--- config.mk ---
export PLATFORM = sky130hd
export DESIGN_NAME = fetch_trace_buffer_flat
export DESIGN_NICKNAME = d
export VERILOG_FILES = /design/src/rtl/fetch_trace_pkg.sv /design/src/rtl/fetch_trace_buffer_if.sv /design/src/rtl/fetch_classify.sv /design/src/rtl/fetch_trace_buffer.sv /design/src/flat_wrapper.sv
export SDC_FILE = /design/constraint.sdc
export NUM_CORES = 1
export LEC_CHECK = 0
export ABC_AREA = 1
export BUFFER_PORTS_ARGS = -buffer_cell sky130_fd_sc_hd__buf_4
export CAP_MARGIN = 10
export CORE_MARGIN = 2
export CORE_UTILIZATION = 35
export CTS_BUF_LIST = sky130_fd_sc_hd__clkbuf_4 sky130_fd_sc_hd__clkbuf_8 sky130_fd_sc_hd__clkbuf_16
export DETAILED_ROUTE_END_ITERATION = 6
export GPL_ROUTABILITY_DRIVEN = 0
export PLACE_DENSITY = 0.5
export SYNTH_ARGS = -nofsm -noshare
export SYNTH_HDL_FRONTEND = slang
export SYNTH_SLANG_ARGS = --single-unit
--- constraint.sdc ---
create_clock -name CLK -period 5.4 [get_ports CLK]
set_input_delay 0.54 -clock CLK [delete_from_list [all_inputs] [get_ports CLK]]
set_output_delay 0.54 -clock CLK [all_outputs]
set_load 0.01 [all_outputs]
--- src/rtl/fetch_trace_pkg.sv ---
// ============================================================================
// Module      : fetch_trace_pkg
// Description : Shared types and field widths for the fetch trace buffer.
// Revision    : 1.0 - initial release
// ============================================================================
`default_nettype none

package fetch_trace_pkg;

    localparam int c_IR_W      = 32;
    localparam int c_COND_W    = 4;
    localparam int c_CLASS_W   = 3;
    localparam int c_NUM_CLASS = 8;
    localparam int c_META_W    = c_CLASS_W + c_COND_W + c_IR_W;

    typedef enum logic [c_CLASS_W-1:0] {
        CLS_SWAP         = 3'd0,
        CLS_DP_IMM       = 3'd1,
        CLS_DP_REG_SHIMM = 3'd2,
        CLS_DP_REG_SHREG = 3'd3,
        CLS_LOAD         = 3'd4,
        CLS_STORE        = 3'd5,
        CLS_BRANCH       = 3'd6,
        CLS_OTHER        = 3'd7
    } fclass_t;

    typedef enum logic [1:0] {
        ST_IDLE    = 2'd0,
        ST_CAPTURE = 2'd1,
        ST_POST    = 2'd2,
        ST_FROZEN  = 2'd3
    } state_t;

endpackage

`default_nettype wire

--- src/rtl/fetch_trace_buffer_if.sv ---
// ============================================================================
// Module      : fetch_trace_buffer_if
// Description : Fetch, trigger, readout and counter-query bundle.
// Revision    : 1.0 - initial release
// ============================================================================
`default_nettype none

interface fetch_trace_buffer_if
    import fetch_trace_pkg::*;
#(
    parameter int TS_W  = 16,
    parameter int CNT_W = 16
) ();

    logic [c_IR_W-1:0]        IR;
    logic                     FETCH_EN;
    logic                     ARM;
    logic                     TRIG_EN;
    logic [c_IR_W-1:0]        TRIG_MASK;
    logic [c_IR_W-1:0]        TRIG_MATCH;
    logic                     RD_VALID;
    logic                     RD_READY;
    logic [c_META_W+TS_W-1:0] RD_DATA;
    logic [1:0]               STATE;
    logic [c_CLASS_W-1:0]     CNT_SEL;
    logic [CNT_W-1:0]         CNT_OUT;

    modport master (
        output IR, FETCH_EN, ARM, TRIG_EN, TRIG_MASK, TRIG_MATCH, RD_READY, CNT_SEL,
        input  RD_VALID, RD_DATA, STATE, CNT_OUT
    );

    modport slave (
        input  IR, FETCH_EN, ARM, TRIG_EN, TRIG_MASK, TRIG_MATCH, RD_READY, CNT_SEL,
        output RD_VALID, RD_DATA, STATE, CNT_OUT
    );

endinterface

`default_nettype wire

--- src/rtl/fetch_classify.sv ---
// ============================================================================
// Module      : fetch_classify
// Description : Combinational instruction-class decoder, first match wins.
// Revision    : 1.0 - initial release
// ============================================================================
`default_nettype none

module fetch_classify
    import fetch_trace_pkg::*;
(
    input  wire logic [c_IR_W-1:0] i_ir,
    output fclass_t                o_class
);

    // Condition, register and immediate fields do not take part in decode.
    logic w_unused;
    assign w_unused = ^{i_ir[31:28], i_ir[22], i_ir[19:12], i_ir[3:0]};

    always_comb begin
        o_class = CLS_OTHER;
        if ((i_ir[27:23] == 5'b00010) && (i_ir[21:20] == 2'b00) && (i_ir[11:4] == 8'b0000_1001)) begin
            o_class = CLS_SWAP;
        end else if (i_ir[27:25] == 3'b001) begin
            o_class = CLS_DP_IMM;
        end else if ((i_ir[27:25] == 3'b000) && !i_ir[4]) begin
            o_class = CLS_DP_REG_SHIMM;
        end else if (i_ir[27:25] == 3'b000) begin
            o_class = CLS_DP_REG_SHREG;
        end else if ((i_ir[27:26] == 2'b01) && i_ir[20]) begin
            o_class = CLS_LOAD;
        end else if (i_ir[27:26] == 2'b01) begin
            o_class = CLS_STORE;
        end else if (i_ir[27:25] == 3'b101) begin
            o_class = CLS_BRANCH;
        end
    end

endmodule

`default_nettype wire

--- src/rtl/fetch_trace_buffer.sv ---
// ============================================================================
// Module      : fetch_trace_buffer
// Description : Circular fetch trace with trigger, post-trigger capture,
//               frozen readout and saturating per-class counters.
// Revision    : 1.0 - initial release
// ============================================================================
`default_nettype none

module fetch_trace_buffer
    import fetch_trace_pkg::*;
#(
    parameter int DEPTH     = 16,
    parameter int TS_W      = 16,
    parameter int CNT_W     = 16,
    parameter int POST_TRIG = 4
) (
    input wire logic            CLK,
    input wire logic            RST,
    fetch_trace_buffer_if.slave bus
);

    localparam int                 c_PTR_W     = $clog2(DEPTH);
    localparam int                 c_OCC_W     = c_PTR_W + 1;
    localparam int                 c_ENT_W     = c_META_W + TS_W;
    localparam logic [c_OCC_W-1:0] c_FULL      = c_OCC_W'(DEPTH);
    localparam logic [c_OCC_W-1:0] c_ONE_OCC   = c_OCC_W'(1);
    localparam logic [c_PTR_W-1:0] c_POST_INIT = c_PTR_W'(POST_TRIG);
    localparam logic [c_PTR_W-1:0] c_POST_LAST = c_PTR_W'(1);
    localparam logic [CNT_W-1:0]   c_CNT_MAX   = {CNT_W{1'b1}};

    state_t             r_state;
    logic [c_PTR_W-1:0] r_wr_ptr;
    logic [c_PTR_W-1:0] r_rd_ptr;
    logic [c_PTR_W-1:0] r_post_cnt;
    logic [c_OCC_W-1:0] r_occ;
    logic [TS_W-1:0]    r_ts;
    logic [CNT_W-1:0]   r_cnt [c_NUM_CLASS];
    logic [c_ENT_W-1:0] r_mem [DEPTH];

    fclass_t            w_class;
    logic               w_capturing;
    logic               w_write;
    logic               w_full;
    logic               w_trig_hit;
    logic               w_rd_valid;
    logic               w_pop;
    logic [c_ENT_W-1:0] w_entry;

    fetch_classify u_classify (
        .i_ir    (bus.IR),
        .o_class (w_class)
    );

    assign w_capturing = (r_state == ST_CAPTURE) || (r_state == ST_POST);
    assign w_write     = w_capturing && bus.FETCH_EN && !bus.ARM && !RST;
    assign w_full      = (r_occ == c_FULL);
    assign w_trig_hit  = bus.TRIG_EN && ((bus.IR & bus.TRIG_MASK) == bus.TRIG_MATCH);
    assign w_rd_valid  = (r_state == ST_FROZEN) && (r_occ != '0);
    assign w_pop       = w_rd_valid && bus.RD_READY && !bus.ARM;
    assign w_entry     = {w_class, bus.IR[31:28], bus.IR, r_ts};

    // Storage is deliberately left out of reset; occupancy gates visibility.
    always_ff @(posedge CLK) begin
        if (w_write) begin
            r_mem[r_wr_ptr] <= w_entry;
        end
    end

    always_ff @(posedge CLK) begin
        if (RST) begin
            r_state    <= ST_IDLE;
            r_wr_ptr   <= '0;
            r_rd_ptr   <= '0;
            r_post_cnt <= '0;
            r_occ      <= '0;
            r_ts       <= '0;
            for (int i = 0; i < c_NUM_CLASS; i++) begin
                r_cnt[i] <= '0;
            end
        end else if (bus.ARM) begin
            r_state    <= ST_CAPTURE;
            r_wr_ptr   <= '0;
            r_rd_ptr   <= '0;
            r_post_cnt <= '0;
            r_occ      <= '0;
            r_ts       <= '0;
            for (int i = 0; i < c_NUM_CLASS; i++) begin
                r_cnt[i] <= '0;
            end
        end else begin
            r_ts <= r_ts + 1'b1;

            // A write into a full buffer drops the oldest entry, occupancy holds.
            if (w_write) begin
                r_wr_ptr <= r_wr_ptr + 1'b1;
                if (w_full) begin
                    r_rd_ptr <= r_rd_ptr + 1'b1;
                end else begin
                    r_occ <= r_occ + 1'b1;
                end
                if (r_cnt[w_class] != c_CNT_MAX) begin
                    r_cnt[w_class] <= r_cnt[w_class] + 1'b1;
                end
            end

            if (w_pop) begin
                r_rd_ptr <= r_rd_ptr + 1'b1;
                r_occ    <= r_occ - 1'b1;
            end

            case (r_state)
                ST_IDLE: begin
                    r_state <= ST_IDLE;
                end
                ST_CAPTURE: begin
                    if (bus.FETCH_EN && w_trig_hit) begin
                        if (POST_TRIG == 0) begin
                            r_state <= ST_FROZEN;
                        end else begin
                            r_state    <= ST_POST;
                            r_post_cnt <= c_POST_INIT;
                        end
                    end
                end
                ST_POST: begin
                    if (bus.FETCH_EN) begin
                        r_post_cnt <= r_post_cnt - 1'b1;
                        if (r_post_cnt == c_POST_LAST) begin
                            r_state <= ST_FROZEN;
                        end
                    end
                end
                ST_FROZEN: begin
                    if ((r_occ == '0) || (w_pop && (r_occ == c_ONE_OCC))) begin
                        r_state <= ST_IDLE;
                    end
                end
                default: begin
                    r_state <= ST_IDLE;
                end
            endcase
        end
    end

    assign bus.RD_VALID = w_rd_valid;
    assign bus.RD_DATA  = r_mem[r_rd_ptr];
    assign bus.STATE    = r_state;
    assign bus.CNT_OUT  = r_cnt[bus.CNT_SEL];

endmodule

`default_nettype wire
--- src/flat_wrapper.sv ---
// flat-port wrapper written by rule: the top's interface ports become plain ports
module fetch_trace_buffer_flat import fetch_trace_pkg::*;
#(
    parameter int DEPTH     = 16,
    parameter int TS_W      = 16,
    parameter int CNT_W     = 16,
    parameter int POST_TRIG = 4
)
  (CLK, RST, bus_IR, bus_FETCH_EN, bus_ARM, bus_TRIG_EN, bus_TRIG_MASK, bus_TRIG_MATCH, bus_RD_READY, bus_CNT_SEL, bus_RD_VALID, bus_RD_DATA, bus_STATE, bus_CNT_OUT);
  fetch_trace_buffer_if #(.TS_W(TS_W), .CNT_W(CNT_W)) bus_i ();
  input wire logic CLK;
  input wire logic RST;
  input wire logic [$bits(bus_i.IR)-1:0] bus_IR;
  input wire logic [$bits(bus_i.FETCH_EN)-1:0] bus_FETCH_EN;
  input wire logic [$bits(bus_i.ARM)-1:0] bus_ARM;
  input wire logic [$bits(bus_i.TRIG_EN)-1:0] bus_TRIG_EN;
  input wire logic [$bits(bus_i.TRIG_MASK)-1:0] bus_TRIG_MASK;
  input wire logic [$bits(bus_i.TRIG_MATCH)-1:0] bus_TRIG_MATCH;
  input wire logic [$bits(bus_i.RD_READY)-1:0] bus_RD_READY;
  input wire logic [$bits(bus_i.CNT_SEL)-1:0] bus_CNT_SEL;
  output wire logic [$bits(bus_i.RD_VALID)-1:0] bus_RD_VALID;
  output wire logic [$bits(bus_i.RD_DATA)-1:0] bus_RD_DATA;
  output wire logic [$bits(bus_i.STATE)-1:0] bus_STATE;
  output wire logic [$bits(bus_i.CNT_OUT)-1:0] bus_CNT_OUT;
  assign bus_i.IR = bus_IR;
  assign bus_i.FETCH_EN = bus_FETCH_EN;
  assign bus_i.ARM = bus_ARM;
  assign bus_i.TRIG_EN = bus_TRIG_EN;
  assign bus_i.TRIG_MASK = bus_TRIG_MASK;
  assign bus_i.TRIG_MATCH = bus_TRIG_MATCH;
  assign bus_i.RD_READY = bus_RD_READY;
  assign bus_i.CNT_SEL = bus_CNT_SEL;
  assign bus_RD_VALID = bus_i.RD_VALID;
  assign bus_RD_DATA = bus_i.RD_DATA;
  assign bus_STATE = bus_i.STATE;
  assign bus_CNT_OUT = bus_i.CNT_OUT;
  fetch_trace_buffer #(.DEPTH(DEPTH), .TS_W(TS_W), .CNT_W(CNT_W), .POST_TRIG(POST_TRIG)) u_core (.CLK(CLK), .RST(RST), .bus(bus_i));
endmodule
# Yosys cells after proc, flatten, opt, wreduce, memory -nomap -nowiden
# Memory sizes are Yosys's and may differ from the RTL's. A register that Yosys moved wholly into a read port is not among the register bits.
# Index checks and enable logic that the tools add are counted.
# totals
ff_bits,35
ram_bits,1008
memories,2
# mem_list
name,words,width,rd,rd_clocked_by_memory_dff,wr,line,source
u_core.r_mem,16,55,1,1,1,fetch_trace_buffer.sv:38,logic [c_ENT_W-1:0] r_mem [DEPTH];
u_core.r_cnt,8,16,2,0,8,fetch_trace_buffer.sv:37,logic [CNT_W-1:0] r_cnt [c_NUM_CLASS];
# op_classes
addsub,7
eq_ne,22
muxes,47
bitwise,9
reduce_logical,33
# ops
op,count
two-way mux 16 bit,9
"adder 16 x 1 -> 16 bit, second input constant",2
bitwise AND 32 bit,1
== test 32 bit,1
two-way mux 4 bit,7
"!= test 16 bit, second input constant",1
OR reduction 16 bit,1
two-way mux 1 bit,15
two-way mux 3 bit,5
two-way mux 5 bit,3
logical AND 1 bit,13
two-way mux 2 bit,6
"!= test 3 bit, second input constant",4
"!= test 2 bit, second input constant",5
"adder 4 x 1 -> 4 bit, second input constant",2
"== test 8 x 4 -> 1 bit, second input constant",1
bitwise OR 1 bit,8
case mux 2 bit (4 select lines),1
case mux 4 bit (2 select lines),1
AND reduction 4 bit,2
nonzero test 2 bit,3
"adder 5 x 1 -> 5 bit, second input constant",1
"== test 5 x 1 -> 1 bit, second input constant",1
"== test 5 x 2 -> 1 bit, second input constant",1
other kinds (17),24

# Depth between registers and ports, before layout
# An unclocked memory read counts as a cell.
# depth
depth_word,17
ltp_mapped,20
depth_no_buf,19

# Cells and area by module
# A second synthesis with hierarchy kept.
# unflattened
cells_unflattened,3501
area_unflattened_um2,42452.0
# modules_own_cells
mod,instances,cells_per_inst,area_each_um2,seq_area_each_um2
fetch_trace_buffer,1,3472,42324.3,29127.9
fetch_classify,1,29,127.6,0.0

# Worst setup path before layout
# Ideal clock, no wire load.
# synth_timing
path_kind,register to register
start,"register u_core.r_state[0], in the netlist u_core.bus.STATE[0]"
end,memory u_core.r_mem[11][0] (netlist bit) (enable)
arrival_time_ns,3.793
setup_slack_ns,1.147
path_stages_with_launch,9
period_less_slack_ns,4.253
cell_sequence,dfxtp_1 -> inv_1 -> ha_1 -> nor2_1 -> nand2_1 -> clkinv_1 -> buf_2 -> nand3_1 -> nor2_1
# synth_via
elab_chain_cells,7
# synth_lines
item,line,source
"start, declared",fetch_trace_buffer.sv:31,state_t r_state;
"start signal, assigned",fetch_trace_buffer.sv:71,r_state <= ST_IDLE;
"start signal, assigned",fetch_trace_buffer.sv:81,r_state <= ST_CAPTURE;
"start signal, assigned",fetch_trace_buffer.sv:113,r_state <= ST_IDLE;
== test 2 x 1 -> 1 bit / == test 2 bit (equally long branches),fetch_trace_buffer.sv:54,assign w_capturing = (r_state == ST_CAPTURE) || (r_state == ST_POST);
logical OR 1 bit *,fetch_trace_buffer.sv:54,
logical AND 1 bit * (3 in a row),fetch_trace_buffer.sv:55,assign w_write = w_capturing && bus.FETCH_EN && !bus.ARM && !RST;
two-way mux 1 bit *,fetch_trace_buffer.sv:64,if (w_write) begin
two-way mux 1 bit (not written as such) *,fetch_trace_buffer.sv:65,r_mem[r_wr_ptr] <= w_entry;
"end, declared",fetch_trace_buffer.sv:38,
# Every way passes the cells marked *; elsewhere a longest branch is shown, timed or not.

==> implementation parameters <==
Parameter                              Value

GRT
  Number of global-route vias before repair ... 26500
  Initial antenna violation count ... 7
  First-pass GRT wire length ... 186 mm
  Overall fraction of global-route tracks in use ... slightly above 20%
  Maximum number of pins on one net before global-route repair ... around 140
  Total overflow reported by the global router ... 0

Critical path
  Length in cells of the worst reg-to-reg path ... 11
  Data arrival time of the worst path ... ~4.4 ns
  Terminus of the critical flop-to-flop path ... u_core.r_ts[14]
  Type of the worst setup path ... in2reg
  Required time of the critical path ... around 5.7 ns
  Nature of the critical path startpoint ... input pin
  R2R Path Start ... u_core.r_ts[1]
  Crit-path max FO ... 26
  Worst reg-to-reg setup slack ... roughly 2.4 ns
  Source of the critical timing path ... bus_IR[4]
  Crit path capture type ... register
  Termination of the worst setup path ... u_core.r_cnt[4][0]

Clocking
  Largest buffer count on any clock path ... 3
  Number of post-CTS setup repair buffers ... 0
  Source-to-sink clock delay at the later pin of the worst-skew pair ... 0.69 ns
  H-Tree Level Count ... 3
  CTS tree ... done
  Post-CTS resize count ... 0
  CTS sink cnt ... 983
  Master cell of the clock root buffer ... sky130_fd_sc_hd__clkbuf_16
  Worst-path clk slew ... 0.06 ns
  Total of hold buffers inserted after clock tree synthesis ... 0
  TritonCTS buffer count ... approximately 100

STA
  Final setup viols ... 0
  Max Slew Vio Count ... 0
  Maximum achievable frequency ... around 240 MHz
  Clock Skews ... approximately 0.025 ns
  Post-route fraction of the period consumed by the critical path ... between 70% and 80%
  Max-slew headroom ... between 20 and 30%
  Count of endpoints failing hold in the final timing report ... 0
  Worst Tran Pin Value ... between 1 and 1.5 ns
  Post-route minimum period ... 4.12 ns
  Post-route setup slack ... between 1 and 1.5 ns
  Unrepaired setup endpoints after global routing ... false
  Setup TNS ... 0 ns

Pwr
  Static Leakage ... between 15 and 20 nW
  Peak supply drop ... 0.000289 V
  Total power density per cell area ... between 300 and 400 mW/mm2

Detailed routing
  Wire length on met1 ... 56.8 mm
  Routed length on met3 ... 9.22 mm
  Detail Route met2 WL ... 58.9 mm
  Routed wire length per instance ... ~24 um
  Final antenna-violating net count ... 0
  Overall routed net length ... around 130 mm
  Remaining DRCs ... 9
  Drt first pass iters ... 7
  Top sig layer ... met5
  Initial DRC Count ... 2597
  Detailed-route via count ... ~28000
  Number of vias per cell after detailed routing ... roughly 5.2

Place
  Detailed placement HPWL ... between 70 and 80 mm
  Pre-CTS setup slack ... 0.628 ns
  Buffers added on ports ... 178
  Placed Instances ... 5118

Floorplanning
  Die area ... 0.124 mm2
  Vertical die dimension ... between 300 and 400 um
  Number of rows in the core area ... 127
  Die boundary width ... roughly 350 um
  Number of top-level pins ... around 180
  Total core area ... 0.120 mm2
  Starting density of the core ... 35.4%

Run status
  Violations in the final reports ... DRC
  Result of the run ... finished with violations

Layout
  Final-layout fill cell count ... around 11000
  Layout net count ... about 3700
  Layout-stage area growth over the synthesis result ... 16.0%
  Final Non-Filler Cells ... between 5000 and 6000
  Share of final-layout standard cells stronger than drive strength 1 ... 13.0%

Logic synthesis
  Netlist Area Pre-Place ... around 0.042 mm2
  Number of synthesized register bits ... a little under 1000
  Sequential fraction of the synthesis area ... approximately 69%
  Yosys synthesis warning count ... 0
  Number of instances in the synthesized netlist ... ~3500
  Unique cell type count in the Yosys netlist ... 48
  Net count after synthesis ... roughly 3600
  Mean area per synthesized cell ... between 10 and 15 um2

Min path
  Hold crit path type ... in2reg

Job
  Max Cap Violations ... 0
## power breakdown
| group | total, mW | switching (mW) | internal [mW] |
|---|---|---|---|
| Sequential | 8.42 | 0.0475 | 8.38 |
| Combinational | 0.791 | 0.579 | 0.212 |
| Clock | 7.14 | 2.95 | 4.19 |
## stage by stage
step | utilization (%) | power (mW) | cell area, um2 | hold WS [ns]
final | 41.0 | 16.4 | 49300 | 0.122
after detailed placement | 38.2 | 9.36 | 45900 | 0.458
after global routing | 41.0 | 16.8 | 49300 | 0.107
after CTS | 41.0 | 16.5 | 49300 | 0.0687
after floorplan | - | 8.91 | 42500 | 0.436
after global placement | 38.2 | 9.36 | 45900 | 0.440
## area by class of cell
type / instances / area, um2 / share of cell area (%)
repair buffers: 237 / 2100 / 4.27
diodes: 1 / 2.50 / 0.00508
well taps: 1612 / 2020 / 4.09
clock inverters: 57 / 558 / 1.13
clock buffers: 133 / 2840 / 5.77
flip-flops and latches: 983 / 29100 / 59.1
inverters: 391 / 1480 / 3.01
multi-input cells: 1895 / 11100 / 22.6
## cells by family (layout without fill, tap and decap cells)
group,Yosys count,in the layout,share of synthesized area (%)
flops,983,983,68.5
compound gates,858,858,11.5
simple gates,793,793,8.58
buf+inv,590,818,5.54
mux,204,204,4.80
xor+xnor,25,25,0.577
fa+ha+maj,15,15,0.442
other cells,0,1,0
## worst max-delay path, cell delays in order
cell                      delay, ns
sky130_fd_sc_hd__buf_4         0.22
sky130_fd_sc_hd__inv_1         0.16
sky130_fd_sc_hd__nor2_1        0.13
sky130_fd_sc_hd__nand2_1       0.06
sky130_fd_sc_hd__nor2_1        0.45
sky130_fd_sc_hd__nand2_4       0.33
sky130_fd_sc_hd__nand2_4       0.33
sky130_fd_sc_hd__nor2_1        0.19
sky130_fd_sc_hd__nand2_1       0.10
sky130_fd_sc_hd__nand3_1       0.11
sky130_fd_sc_hd__nor3_4        0.19
sky130_fd_sc_hd__ha_1          0.29
sky130_fd_sc_hd__nand3_2       0.15
sky130_fd_sc_hd__nor2_4        0.25
sky130_fd_sc_hd__nand2_8       0.17
sky130_fd_sc_hd__nand3_4       0.20
sky130_fd_sc_hd__nand2_1       0.46
## state kept, by name, summed over array words and instances (netlist names), named ones only
name / count
u_core.r_mem: 816
u_core.r_cnt: 128
u_core.r_ts: 16
u_core.r_post_cnt: 4
u_core.r_rd_ptr: 4
u_core.bus.STATE: 2
u_core.r_occ: 5
u_core.r_wr_ptr: 4
## layout by cell type, fill, tap and decap left out, drive strengths merged, types with 2 or more instances in the layout
| cell | count |
|---|---|
| o21a | 4 |
| clkinvlp | 2 |
| inv | 390 |
| nand4 | 39 |
| o21ai | 322 |
| nor4 | 8 |
| o22ai | 4 |
| dfxtp | 39 |
| edfxtp | 944 |
| clkinv | 46 |
| xnor2 | 16 |
| clkbuf | 133 |
| a221oi | 7 |
| nor3 | 20 |
| nand3 | 154 |
| buf | 237 |
| bufinv | 10 |
| o211ai | 208 |
| and3 | 3 |
| a21oi | 289 |
| or2 | 11 |
| nor2 | 269 |
| mux2i | 204 |
| nand2 | 282 |
| a31oi | 19 |
| nand3b | 7 |
| o221ai | 2 |
| ha | 15 |
| xor2 | 9 |
## cells in the mapped netlist, drive strengths merged
master / instances / area [um2]
a21oi: 289 / 1450
and3: 3 / 18.8
a22oi: 1 / 7.51
o21ai: 322 / 1610
o22ai: 4 / 25.0
o21a: 4 / 30.0
nor3: 20 / 123
inv: 385 / 1450
o31ai: 1 / 7.51
dfxtp: 39 / 781
buf: 67 / 385
o221ai: 2 / 17.5
ha: 15 / 188
a31oi: 19 / 119
nand3b: 7 / 52.6
or2: 11 / 68.8
mux2i: 204 / 2040
nor4: 8 / 50.1
clkinv: 6 / 27.5
clkbuf: 132 / 495
nor2: 269 / 1080
a211oi: 1 / 7.51
nand2: 282 / 1100
xnor2: 16 / 140
nand4: 39 / 244
o211ai: 208 / 1560
nand3: 154 / 903
xor2: 9 / 105
a221oi: 7 / 61.3
edfxtp: 944 / 28300
## per-layer routing
layer | vias to the layer above | global-route usage, %
li1 | 12800 | -
met3 | 213 | 4.32
met5 | - | 0
met4 | 10 | 6.95
met2 | 906 | 32.0
met1 | 13700 | 27.9
## worst min path at each step
stage / startpoint / endpoint / depth (start not counted)
after floorplan: u_core.r_rd_ptr[3] / register / 2
after global placement: u_core.r_rd_ptr[3] / register / 2
after detailed placement: u_core.r_rd_ptr[3] / register / 2
after CTS: RST / u_core.bus.STATE[0] / 4
after global routing: RST / u_core.bus.STATE[0] / 4
final: RST / u_core.bus.STATE[0] / 4
(Power assumes the default switching activity.)
